<file path="src/rtl/mem_stage_pkg.sv">
// Shared types for the memory-access stage: write-back select codes,
// FSM state encoding and the MEM/WB record with its bubble value.
package mem_stage_pkg;

    localparam int XLEN = 32;
    localparam int REGW = 5;

    localparam logic [1:0] MD_ALU  = 2'b00;
    localparam logic [1:0] MD_LOAD = 2'b01;
    localparam logic [1:0] MD_SLT  = 2'b10;

    typedef enum logic {
        S_IDLE = 1'b0,
        S_WAIT = 1'b1
    } state_e;

    typedef struct packed {
        logic            rw;
        logic [REGW-1:0] da;
        logic [1:0]      md;
        logic            nxorv;
        logic [XLEN-1:0] f;
        logic [XLEN-1:0] data;
    } memwb_t;

    localparam memwb_t MEMWB_BUBBLE = '0;

endpackage

</file>
<file path="src/rtl/mem_if.sv">
// Ready/ack data-memory port between the memory stage (master) and memory.
// Signals: mem_req/mem_we/mem_addr/mem_wdata out of master, mem_rdata/mem_ack in.
interface mem_if #(
    parameter int DW = 32
) ();
    logic          mem_req;
    logic          mem_we;
    logic [DW-1:0] mem_addr;
    logic [DW-1:0] mem_wdata;
    logic [DW-1:0] mem_rdata;
    logic          mem_ack;

    modport master (
        output mem_req, mem_we, mem_addr, mem_wdata,
        input  mem_rdata, mem_ack
    );

    modport slave (
        input  mem_req, mem_we, mem_addr, mem_wdata,
        output mem_rdata, mem_ack
    );
endinterface

</file>
<file path="src/rtl/mem_stage_mem_wb_reg.sv">
// MEM/WB pipeline register. Ports: clk, rst, load_i (capture d_i),
// bubble_i (capture the empty record, wins over load_i), d_i, q_o.
module mem_wb_reg
    import mem_stage_pkg::*;
(
    input  logic   clk,
    input  logic   rst,
    input  logic   load_i,
    input  logic   bubble_i,
    input  memwb_t d_i,
    output memwb_t q_o
);
    memwb_t q_q;

    always_ff @(posedge clk or posedge rst) begin
        if (rst) begin
            q_q <= MEMWB_BUBBLE;
        end else if (bubble_i) begin
            q_q <= MEMWB_BUBBLE;
        end else if (load_i) begin
            q_q <= d_i;
        end
    end

    assign q_o = q_q;
endmodule

</file>
<file path="src/rtl/mem_stage.sv">
// Memory-access stage: issues loads/stores on a ready/ack port, stalls
// upstream while outstanding, and drives the MEM/WB register.
// Ports: clk/rst, EX/MEM operands + flush in, stall out, mem (master
// port), mem_err pulse, *_wb write-back record out.
module mem_stage
    import mem_stage_pkg::*;
#(
    parameter int DW          = 32,
    parameter int AW          = 5,
    parameter int ACK_TIMEOUT = 255
) (
    input  logic          clk,
    input  logic          rst,
    input  logic          in_valid,
    input  logic          RW,
    input  logic [AW-1:0] DA,
    input  logic [1:0]    MD,
    input  logic          MW,
    input  logic          NxorV,
    input  logic [DW-1:0] F,
    input  logic [DW-1:0] BusB,
    input  logic          flush,
    output logic          stall,
    mem_if.master         mem,
    output logic          mem_err,
    output logic          RW_wb,
    output logic [AW-1:0] DA_wb,
    output logic [1:0]    MD_wb,
    output logic          NxorV_wb,
    output logic [DW-1:0] F_wb,
    output logic [DW-1:0] Data_out_wb
);
    localparam int CW = $clog2(ACK_TIMEOUT + 2);

    state_e        state_q, state_d;
    logic          req_q, req_d;
    logic          we_q, we_d;
    logic          err_q, err_d;
    logic          drop_q, drop_d;
    logic [DW-1:0] addr_q, addr_d;
    logic [DW-1:0] wdata_q, wdata_d;
    logic [CW-1:0] cnt_q, cnt_d;
    memwb_t        hold_q, hold_d;
    memwb_t        wb_d, wb_q;
    logic          wb_bubble;

    logic is_mem, accept, done, tmo;

    assign is_mem = (MD == MD_LOAD) | MW;
    assign accept = (state_q == S_IDLE) & in_valid & is_mem & ~flush;
    assign done   = (state_q == S_WAIT) & mem.mem_ack;
    // ack in the final cycle still wins over the timeout
    assign tmo    = (state_q == S_WAIT) & ~mem.mem_ack
                  & (cnt_q == CW'(ACK_TIMEOUT));

    // state register
    always_ff @(posedge clk or posedge rst) begin
        if (rst) state_q <= S_IDLE;
        else     state_q <= state_d;
    end

    // next state
    always_comb begin
        state_d = state_q;
        unique case (state_q)
            S_IDLE: if (accept) state_d = S_WAIT;
            S_WAIT: if (done | tmo) state_d = S_IDLE;
            default: state_d = S_IDLE;
        endcase
    end

    // outputs and datapath next values
    always_comb begin
        req_d     = req_q;
        we_d      = we_q;
        addr_d    = addr_q;
        wdata_d   = wdata_q;
        cnt_d     = cnt_q;
        drop_d    = drop_q;
        hold_d    = hold_q;
        err_d     = 1'b0;
        wb_d      = MEMWB_BUBBLE;
        wb_bubble = 1'b1;
        stall     = ~rst & in_valid & is_mem & ~(done | tmo);
        unique case (state_q)
            S_IDLE: begin
                if (accept) begin
                    req_d   = 1'b1;
                    we_d    = MW;
                    addr_d  = {F[DW-1:2], 2'b00};
                    wdata_d = BusB;
                    cnt_d   = '0;
                    drop_d  = 1'b0;
                    hold_d  = '{rw: RW, da: DA, md: MD,
                                nxorv: NxorV, f: F, data: '0};
                end else if (in_valid & ~is_mem & ~flush) begin
                    wb_bubble = 1'b0;
                    wb_d      = '{rw: RW, da: DA, md: MD,
                                  nxorv: NxorV, f: F, data: '0};
                end
            end
            S_WAIT: begin
                cnt_d  = cnt_q + 1'b1;
                // a flush cannot abort the bus cycle, only its result
                drop_d = drop_q | flush;
                if (done | tmo) begin
                    req_d  = 1'b0;
                    cnt_d  = '0;
                    drop_d = 1'b0;
                    err_d  = tmo;
                end
                if (done & ~(drop_q | flush)) begin
                    wb_bubble = 1'b0;
                    wb_d      = hold_q;
                    wb_d.data = (hold_q.md == MD_LOAD) ? mem.mem_rdata : '0;
                end
            end
            default: ;
        endcase
    end

    always_ff @(posedge clk or posedge rst) begin
        if (rst) begin
            req_q   <= 1'b0;
            we_q    <= 1'b0;
            err_q   <= 1'b0;
            drop_q  <= 1'b0;
            addr_q  <= '0;
            wdata_q <= '0;
            cnt_q   <= '0;
            hold_q  <= MEMWB_BUBBLE;
        end else begin
            req_q   <= req_d;
            we_q    <= we_d;
            err_q   <= err_d;
            drop_q  <= drop_d;
            addr_q  <= addr_d;
            wdata_q <= wdata_d;
            cnt_q   <= cnt_d;
            hold_q  <= hold_d;
        end
    end

    mem_wb_reg u_mem_wb_reg (
        .clk      (clk),
        .rst      (rst),
        .load_i   (1'b1),
        .bubble_i (wb_bubble),
        .d_i      (wb_d),
        .q_o      (wb_q)
    );

    assign mem.mem_req   = req_q;
    assign mem.mem_we    = we_q;
    assign mem.mem_addr  = addr_q;
    assign mem.mem_wdata = wdata_q;
    assign mem_err       = err_q;

    assign RW_wb       = wb_q.rw;
    assign DA_wb       = wb_q.da;
    assign MD_wb       = wb_q.md;
    assign NxorV_wb    = wb_q.nxorv;
    assign F_wb        = wb_q.f;
    assign Data_out_wb = wb_q.data;
endmodule
</file>
<file path="src/flat_wrapper.sv">
// flat-port wrapper written by rule: the top's interface ports become plain ports
module mem_stage_flat import mem_stage_pkg::*;
#(
    parameter int DW          = 32,
    parameter int AW          = 5,
    parameter int ACK_TIMEOUT = 255
)
  (clk, rst, in_valid, RW, DA, MD, MW, NxorV, F, BusB, flush, stall, mem_err, RW_wb, DA_wb, MD_wb, NxorV_wb, F_wb, Data_out_wb, mem_mem_req, mem_mem_we, mem_mem_addr, mem_mem_wdata, mem_mem_rdata, mem_mem_ack);
  mem_if #(.DW(DW)) mem_i ();
  input  logic clk;
  input  logic rst;
  input  logic in_valid;
  input  logic RW;
  input  logic [AW-1:0] DA;
  input  logic [1:0] MD;
  input  logic MW;
  input  logic NxorV;
  input  logic [DW-1:0] F;
  input  logic [DW-1:0] BusB;
  input  logic flush;
  output logic stall;
  output logic mem_err;
  output logic RW_wb;
  output logic [AW-1:0] DA_wb;
  output logic [1:0] MD_wb;
  output logic NxorV_wb;
  output logic [DW-1:0] F_wb;
  output logic [DW-1:0] Data_out_wb;
  output wire logic [$bits(mem_i.mem_req)-1:0] mem_mem_req;
  output wire logic [$bits(mem_i.mem_we)-1:0] mem_mem_we;
  output wire logic [$bits(mem_i.mem_addr)-1:0] mem_mem_addr;
  output wire logic [$bits(mem_i.mem_wdata)-1:0] mem_mem_wdata;
  input wire logic [$bits(mem_i.mem_rdata)-1:0] mem_mem_rdata;
  input wire logic [$bits(mem_i.mem_ack)-1:0] mem_mem_ack;
  assign mem_mem_req = mem_i.mem_req;
  assign mem_mem_we = mem_i.mem_we;
  assign mem_mem_addr = mem_i.mem_addr;
  assign mem_mem_wdata = mem_i.mem_wdata;
  assign mem_i.mem_rdata = mem_mem_rdata;
  assign mem_i.mem_ack = mem_mem_ack;
  mem_stage #(.DW(DW), .AW(AW), .ACK_TIMEOUT(ACK_TIMEOUT)) u_core (.clk(clk), .rst(rst), .in_valid(in_valid), .RW(RW), .DA(DA), .MD(MD), .MW(MW), .NxorV(NxorV), .F(F), .BusB(BusB), .flush(flush), .stall(stall), .mem(mem_i), .mem_err(mem_err), .RW_wb(RW_wb), .DA_wb(DA_wb), .MD_wb(MD_wb), .NxorV_wb(NxorV_wb), .F_wb(F_wb), .Data_out_wb(Data_out_wb));
endmodule
</file>
<file path="config.mk">
export PLATFORM = sky130hd
export DESIGN_NAME = mem_stage_flat
export DESIGN_NICKNAME = d
export VERILOG_FILES = /design/src/rtl/mem_stage_pkg.sv /design/src/rtl/mem_if.sv /design/src/rtl/mem_stage_mem_wb_reg.sv /design/src/rtl/mem_stage.sv /design/src/flat_wrapper.sv
export SDC_FILE = /design/constraint.sdc
export NUM_CORES = 1
export LEC_CHECK = 0
export ABC_AREA = 1
export CAP_MARGIN = 10
export CORE_MARGIN = 4
export CORE_UTILIZATION = 47
export CTS_BUF_LIST = sky130_fd_sc_hd__clkbuf_16
export CTS_CLUSTER_DIAMETER = 30
export DETAILED_ROUTE_END_ITERATION = 10
export HOLD_SLACK_MARGIN = 0.15
export PLACE_DENSITY = 0.84
export SYNTH_ARGS = -nofsm -noshare
export SYNTH_HDL_FRONTEND = slang
export SYNTH_SLANG_ARGS = --single-unit
</file>
<file path="constraint.sdc">
create_clock -name clk -period 9.4 [get_ports clk]
set_clock_uncertainty 0.1 [all_clocks]
set_input_delay 1.41 -clock clk [delete_from_list [all_inputs] [get_ports clk]]
set_output_delay 1.41 -clock clk [all_outputs]
set_load 0.005 [all_outputs]
</file>
* Yosys cells after proc, flatten, opt, wreduce, memory -nomap -nowiden
Index checks and enable logic that the tools add are counted.
Word-level totals: output and inout port bits 141, register bits after elaboration 190, input bits 111, word-level logic and storage cells 73
Operators by class: reduce and logical (&&, ||, !) cells 2, equality and inequality tests 5, bitwise gates (word level) 22, mux-type cells 24, $add $sub $neg 1
Operator list (number):
- 2-to-1 mux 73 bit | 4
- case mux 73 bit (2 select lines) | 1
- 2-to-1 mux 32 bit | 1
- 2-to-1 mux 9 bit | 2
- case mux 9 bit (2 select lines) | 1
- AND 1 bit | 12
- 2-to-1 mux 1 bit | 11
- adder 9 x 1 -> 9 bit (second input constant) | 1
- equality test 9 x 8 -> 1 bit (second input constant) | 1
- case mux 1 bit (2 select lines) | 4
- NOT 1 bit | 7
- equality test 2 x 1 -> 1 bit (second input constant) | 2
- AND reduction 2 bit | 2
- bitwise OR 1 bit | 3
- != test 2 x 1 -> 1 bit (second input constant) | 1
- != test 2 bit (second input constant) | 1

* Longest topological paths before layout
Gate-level depths: netlist (run 1).
depth in word-level cells 9, depth in mapped cells 11, mapped depth without buffers 11

* Cells and area by module
From an unflattened synthesis (run 1), not the netlist that was laid out.
Second synthesis, totals: cell total of the unflattened synthesis 961, area, all modules 7761.2 µm²
By module, submodules not included:
- mem_stage | cells each 644, sequential area each 2177.1 µm², area an instance 4845.9 µm², times used 1
- mem_wb_reg | cells each 317, sequential area each 1826.8 µm², area an instance 2915.3 µm², times used 1

* Worst setup path before layout (run 1)
No wires, ideal clock.
kind input to output, start in rst, end out stall, arrival 5152 ps, required time 7890 ps, stages 3, path slack 2738 ps, path buffers 0, cell sequence inv_1 nand3_1 nor2_1
On the way: longest elaborated chain between the ends 4
RTL lines:
- from (decl) | line flat_wrapper.sv:11 | input logic rst;
- NOT 1 bit | line mem_stage.sv:84 | stall = ~rst & in_valid & is_mem & ~(done | tmo);
- AND 1 bit (3 in a row) | line mem_stage.sv:84
- to (decl) | line flat_wrapper.sv:21 | output logic stall;
Every way passes these cells.

* Final worst setup path (run 1)
Ends and elaborated chain as after synthesis.

==> results of run 1 <==
## placed cells by master, fill, tap and decap left out, types with 4 or more instances in the layout
cell type / n
nand3_1: 59
inv_1: 127
nand2_1: 100
clkdlybuf4s50_1: 249
o21ai_0: 80
o21ai_1: 41
nor3b_1: 32
buf_4: 5
nor2_1: 9
dfrtp_1: 160
clkbuf_16: 17
clkinvlp_4: 4
bufinv_16: 4
## cell type report
cell class | instances | area (um^2)
flip-flops and latches | 160 | 4000
fillers | 1001 | 3940
repair buffers | 254 | 2530
inverters | 127 | 482
clock inverters | 14 | 175
well taps | 176 | 220
multi-input cells | 334 | 1680
clock buffers | 17 | 425
## flip-flops by register name (all words and copies together) (netlist names)
register                 cells
u_core.cnt_q                 9
u_core.drop_q                1
u_core.u_mem_wb_reg.q_o     73
u_core.mem.mem_we            1
u_core.mem.mem_req           1
u_core.state_q               1
u_core.mem.mem_wdata        32
u_core.hold_q               40
u_core.mem_err               1
u_core.mem.mem_addr          1
## power groups by stage
stage               registers [mW]  clock network (mW)  logic [mW]
floorplan                    0.827                   0       0.163
finish                       0.822               0.702       0.340
global route                 0.833               0.746       0.377
detailed placement           0.832                   0       0.344
CTS                          0.822               0.712       0.346
global placement             0.830                   0       0.336
## cells by family (layout without fill, tap and decap cells)
group,after synthesis,after routing,share of synthesized area
AO/OA/AOI/OAI,123,123,0.0945
adder cells (fa/ha/maj),2,2,0.00381
buffers and inverters,194,412,0.138
flip-flops,160,160,0.610
other,1,2,0.000571
AND/OR/NAND/NOR,207,207,0.154
## routing by layer
metal	wire length [um]	global-route usage	up-vias
met5	0	0	-
met4	387	0.0801	0
met3	1250	0.0669	34
met2	8830	0.361	219
met1	6360	0.259	2465
li1	-	-	2532
## through the flow
step	hold WS, ns	util	area, um^2
2_1_floorplan	0.353	-	6570
3_3_place_gp	0.367	0.662	8910
3_5_place_dp	0.372	0.662	8910
4_1_cts	0.387	0.707	9510
5_1_grt	0.410	0.707	9510
6_report	0.383	0.707	9510
## worst min path at each step
| stage | startpoint | endpoint | cells past startpoint |
|---|---|---|---|
| 3_5_place_dp | u_core.mem.mem_wdata[4] | u_core.mem.mem_wdata[4] | 2 |
| 6_report | u_core.mem.mem_wdata[4] | u_core.mem.mem_wdata[4] | 2 |
| 5_1_grt | u_core.mem.mem_wdata[4] | u_core.mem.mem_wdata[4] | 2 |
| 4_1_cts | u_core.mem.mem_wdata[4] | u_core.mem.mem_wdata[4] | 2 |
| 2_1_floorplan | u_core.hold_q[64] | u_core.hold_q[64] | 2 |
| 3_3_place_gp | u_core.hold_q[72] | u_core.hold_q[72] | 2 |
## critical path: cells and delay by family
| family | cells | cell delay (ns) |
|---|---|---|
| simple gates | 2 | 0.25 |
| buf+inv | 3 | 1.55 |
==> impl_metrics.toml, run 1 <==
[run_status]
status = "finished, final reports clean"

[yosys]
avgSynthCellArea_um2 = 9.56
synth_cell_type_count = 23
seq_area_frac_synth = 0.610
yosysMostFrequentCell = "dfrtp_1"
postSynth.asyncResetShare = 1.00
ys_ff_latch = 160
syn_inst = 687
yosys-top-cells-count = "160 x dfrtp_1, 126 x inv_1, 100 x nand2_1"
synth_area_mm2 = 0.00657
synth_flop_cell = "dfrtp_1"
netlist.area_leader.share = 0.610
yosys.area.top_type = "dfrtp_1"
synth-edff-count = 0
synth_area_leaders = "dfrtp_1 61%, inv_1 7.2%, o21ai_0 6.1%, nand2_1 5.7%, buf_4 4.7%"
synth_warnings = 0

[cells_and_area]
n_antenna_cell = 0
syn_to_final_growth_pct = 44.9
final_nets = 1007
drive_gt1_frac = 0.0442
final_cells = 1082

[critical_path]
critical_path_class = "in -> out"
rrSetupSlack_ns = 7.00
arrival_ns = 3.31
timing.rr.end = "u_core.hold_q[59]"
r2r-start = "u_core.state_q"
critPathLaunchType = "input port"
worstPathCellList = "clkdlybuf4s50_1, inv_6, nand3_1, nor2_1, clkdlybuf4s50_1"
slowest_stage = "inv_6"
setup.worst_path.start = "rst"
endpoint = "stall"
crit_top_cell = "clkdlybuf4s50_1"
setup.worst_path.end_class = "output port"
cpPeakStageDelay_ns = 0.57
reg2reg_depth = 4
cp.required_ns = 7.89
cp_max_fo = 94

[global_routing]
grt_pass1_wl_um = 26900
grt_overflow = 0
grtUsageTotal = 0.214
antenna_found_initial = 0
grt_pass1_vias = 5241
grt_max_degree = 100

[placed_design]
pre_cts_slack_ns = 4.54
place.gp.congestion = 0.808
numPortBuffers = 249
dpl.hpwl_um = 11500
placed_cells = 1051

[sta]
period_needed_ns = 4.82
finalSetupViolations = 0
relSlewSlack = 0.223
setup_ws_ns = 4.58
fin_tns_setup_ns = 0
rsz0062_at_grt = "false"
worst_pin_slew_ns = 1.16
final_hold_viol_count = 0
maxSlewViolCount = 0
finalCritPeriodShare = 0.513
fmax_ghz = 0.207

[detailed_routing]
routed_wl_um = 16800
routed_via_density = 4.85
num_vias = 5250
drt_iter0_drc = 352
ant_nets = 0
routedWlPerCell_um = 15.5
route.detailed.drc = 0
drt_pass1_iterations = 5

[clocking]
cts_setup_buffers = 0
h-tree-depth = 4
path_clk_slew_ns = 0.06
cts-hold-fix-buffers = 0
cts_tree = "yes"
clock_sinks = 160
numCtsBuffers = 17
clk_path_buf_depth = 2
cts_resized = 0
insertion_delay_ns = 0.42
cts_root_buf = "clkbuf_16"

[power_and_ir_drop]
power.switching_uw = 459
seq_power_share = 0.441
internal_power_mw = 1.40
finalPower_mw = 1.86
power_density_mw_per_mm2 = 196
pwr-share-comb = 0.182
leakage_nw = 4.49
vdd_drop_max_mv = 0.148
clkPwrFrac = 0.377
switching_share = 0.246

[floorplan]
rows = 42
io_pins = 252
die_area_mm2 = 0.0159
initial_utilization = 0.488
core_area_mm2 = 0.0135
die_height_um = 126
die-width_um = 126

[min_path]
hold_path_class = "reg -> reg"

[job]
max-cap-violations = 0
Power figures use the tool's default switching activity.
==> run 2: changes to the inputs <==
- CORE_UTILIZATION: 47 -> 40
- PLACE_DENSITY: 0.84 -> 0.76
- clock period: 9.4 -> 3.9 ns (I/O delays scaled with it)
==> run 2 against run 1 <==
Against the previous run:
- via count fell by 1.6%
- hold slack improved by 0.0017 ns
- wire length rose by 0.40%
- critical path type is now reg -> out
- largest cell class unchanged
==> impl_metrics.toml, run 2 (synthesis gave the netlist of run 1 again) <==
[sta]
hold-worst-slack_ns = 0.385
maxSlewViolCount = 0
relSlewSlack = 0.378
worst_pin_slew_ns = 0.932
period_needed_ns = 3.33
fmax_ghz = 0.301
finalSetupViolations = 0
final_hold_viol_count = 0
finalCritPeriodShare = 0.853
setup_ws_ns = 0.574
rsz0062_at_grt = "false"

[placed_design]
place.gp.congestion = 0.832
pre_cts_slack_ns = 1.04
numPortBuffers = 249
placed_cells = 1092
dpl.hpwl_um = 11600

[detailed_routing]
highest_layer = "met4"
wl_met3_um = 1840
routed_wl_um = 16900
routed_via_density = 4.60
drt_iter0_drc = 267
drt_pass1_iterations = 4
ant_nets = 0
route.detailed.drc = 0
m1WireLength_um = 6550
routedWlPerCell_um = 15.0
routed-wl-met2_um = 8190
num_vias = 5164

[min_path]
hold_path_class = "reg -> reg"
holdPathStages = 2
hp-start = "u_core.mem.mem_wdata[2]"

[power_and_ir_drop]
power_density_mw_per_mm2 = 459
vdd_drop_max_mv = 0.282
power.switching_mw = 1.12
finalPower_mw = 4.38
clkPwrFrac = 0.359
switching_share = 0.255
leakage_nw = 4.49
internal_power_mw = 3.26
seq_power_share = 0.452
pwr-share-comb = 0.190

[cells_and_area]
multi_input_area_mm2 = 0.00168
drive_gt1_frac = 0.0430
largest_reg_flops = 73
n_antenna_cell = 0
final_common_cell = "clkdlybuf4s50_1"
fill_cells = 1354
final_nets = 1008
final_core_util = 0.597
final_cells = 1123
seq_area_mm2 = 0.00400
final_cell_mix = "249 x clkdlybuf4s50_1, 160 x dfrtp_1, 128 x inv_1"
syn_to_final_growth_pct = 45.4

[critical_path]
setup.worst_path.end_class = "output port"
cp_max_fo = 5
reg2reg_depth = 11
arrival_ns = 2.64
critical_path_class = "reg -> out"
cp.required_ns = 3.21
setup.worst_path.start = "u_core.cnt_q[0]"
critPathLaunchType = "flop"
r2r-start = "u_core.cnt_q[0]"

[job]
max-cap-violations = 0

[clocking]
cts_resized = 0
insertion_delay_ns = 0.42
cts-hold-fix-buffers = 0
h-tree-depth = 4
cts_tree = "yes"
cts_setup_buffers = 0
clock_sinks = 160
cts_root_buf = "clkbuf_16"
path_clk_slew_ns = 0.06
numCtsBuffers = 17
clk_path_buf_depth = 2

[global_routing]
antenna_found_initial = 0
grt_max_degree = 161
grt_pass1_wl_um = 26300
grt_overflow = 0
grtUsageTotal = 0.182
grt_pass1_vias = 5017

[floorplan]
die_height_um = 136
rows = 46
initial_utilization = 0.410
die_area_mm2 = 0.0185
core_area_mm2 = 0.0160
die-width_um = 136
io_pins = 252

[run_status]
status = "finished, final reports clean"
==> run 2: cell count changes in the layout (fill, tap and decap cells not counted) <==
cell / before / now
buf_12: 0 / 2
inv_1: 127 / 128
clkinv_2: 2 / 1
bufinv_16: 4 / 2
clkinv_1: 2 / 3
buf_4: 5 / 4
clkinv_4: 0 / 1
==> run 2: path summary, 6_finish.rpt <==
path                                               end  slack [ns]
max                                              stall        0.57
min                            u_core.mem.mem_wdata[2]        0.38
max reg2reg                            u_core.cnt_q[4]        1.81
min reg2reg                    u_core.mem.mem_wdata[2]        0.38
max in group asynchronous            u_core.hold_q[51]        2.26
min in group asynchronous  u_core.u_mem_wb_reg.q_o[64]        0.69
==> run 2: final cells by class <==
| cell class | count | share of cell area |
|---|---|---|
| clock buffer | 17 | 0.0446 |
| clock inverter | 14 | 0.0134 |
| inverter | 127 | 0.0503 |
| multi-input combinational | 334 | 0.176 |
| sequential | 160 | 0.419 |
| tap | 216 | 0.0283 |
| timing repair buffer | 255 | 0.268 |
==> run 2: critical path: stages, from the launching register on <==
cell and delay, ns:
dfrtp_1 0.42, ha_1 0.23, nand2_1 0.11, nor2_1 0.08, nand3_1 0.09, nor2_1 0.05, ha_1 0.24, o21ai_0 0.30
inv_1 0.07, nor2_1 0.11, clkdlybuf4s50_1 0.52
==> run 2: per-layer routing <==
| layer | vias to the layer above | global-route usage |
|---|---|---|
| li1 | 2534 | - |
| met1 | 2398 | 0.210 |
| met2 | 207 | 0.307 |
| met3 | 25 | 0.0781 |
| met4 | 0 | 0.0582 |
| met5 | - | 0 |
==> run 2: stage by stage <==
step	setup TNS [ns]	instance area (um^2)
2_1_floorplan	-0.0355	6570
3_3_place_gp	0	8990
3_5_place_dp	0	8990
4_1_cts	0	9550
5_1_grt	0	9550
6_report	0	9550
==> run 2: power groups by stage <==
stage                     registers [mW]  logic, mW  clock network (mW)
final                               1.98      0.831                1.57
after global routing                2.00      0.924                1.68
after CTS                           1.98      0.849                1.61
after detailed placement            2.00      0.847                   0
after global placement              2.00      0.828                   0
after floorplan                     1.99      0.392                   0
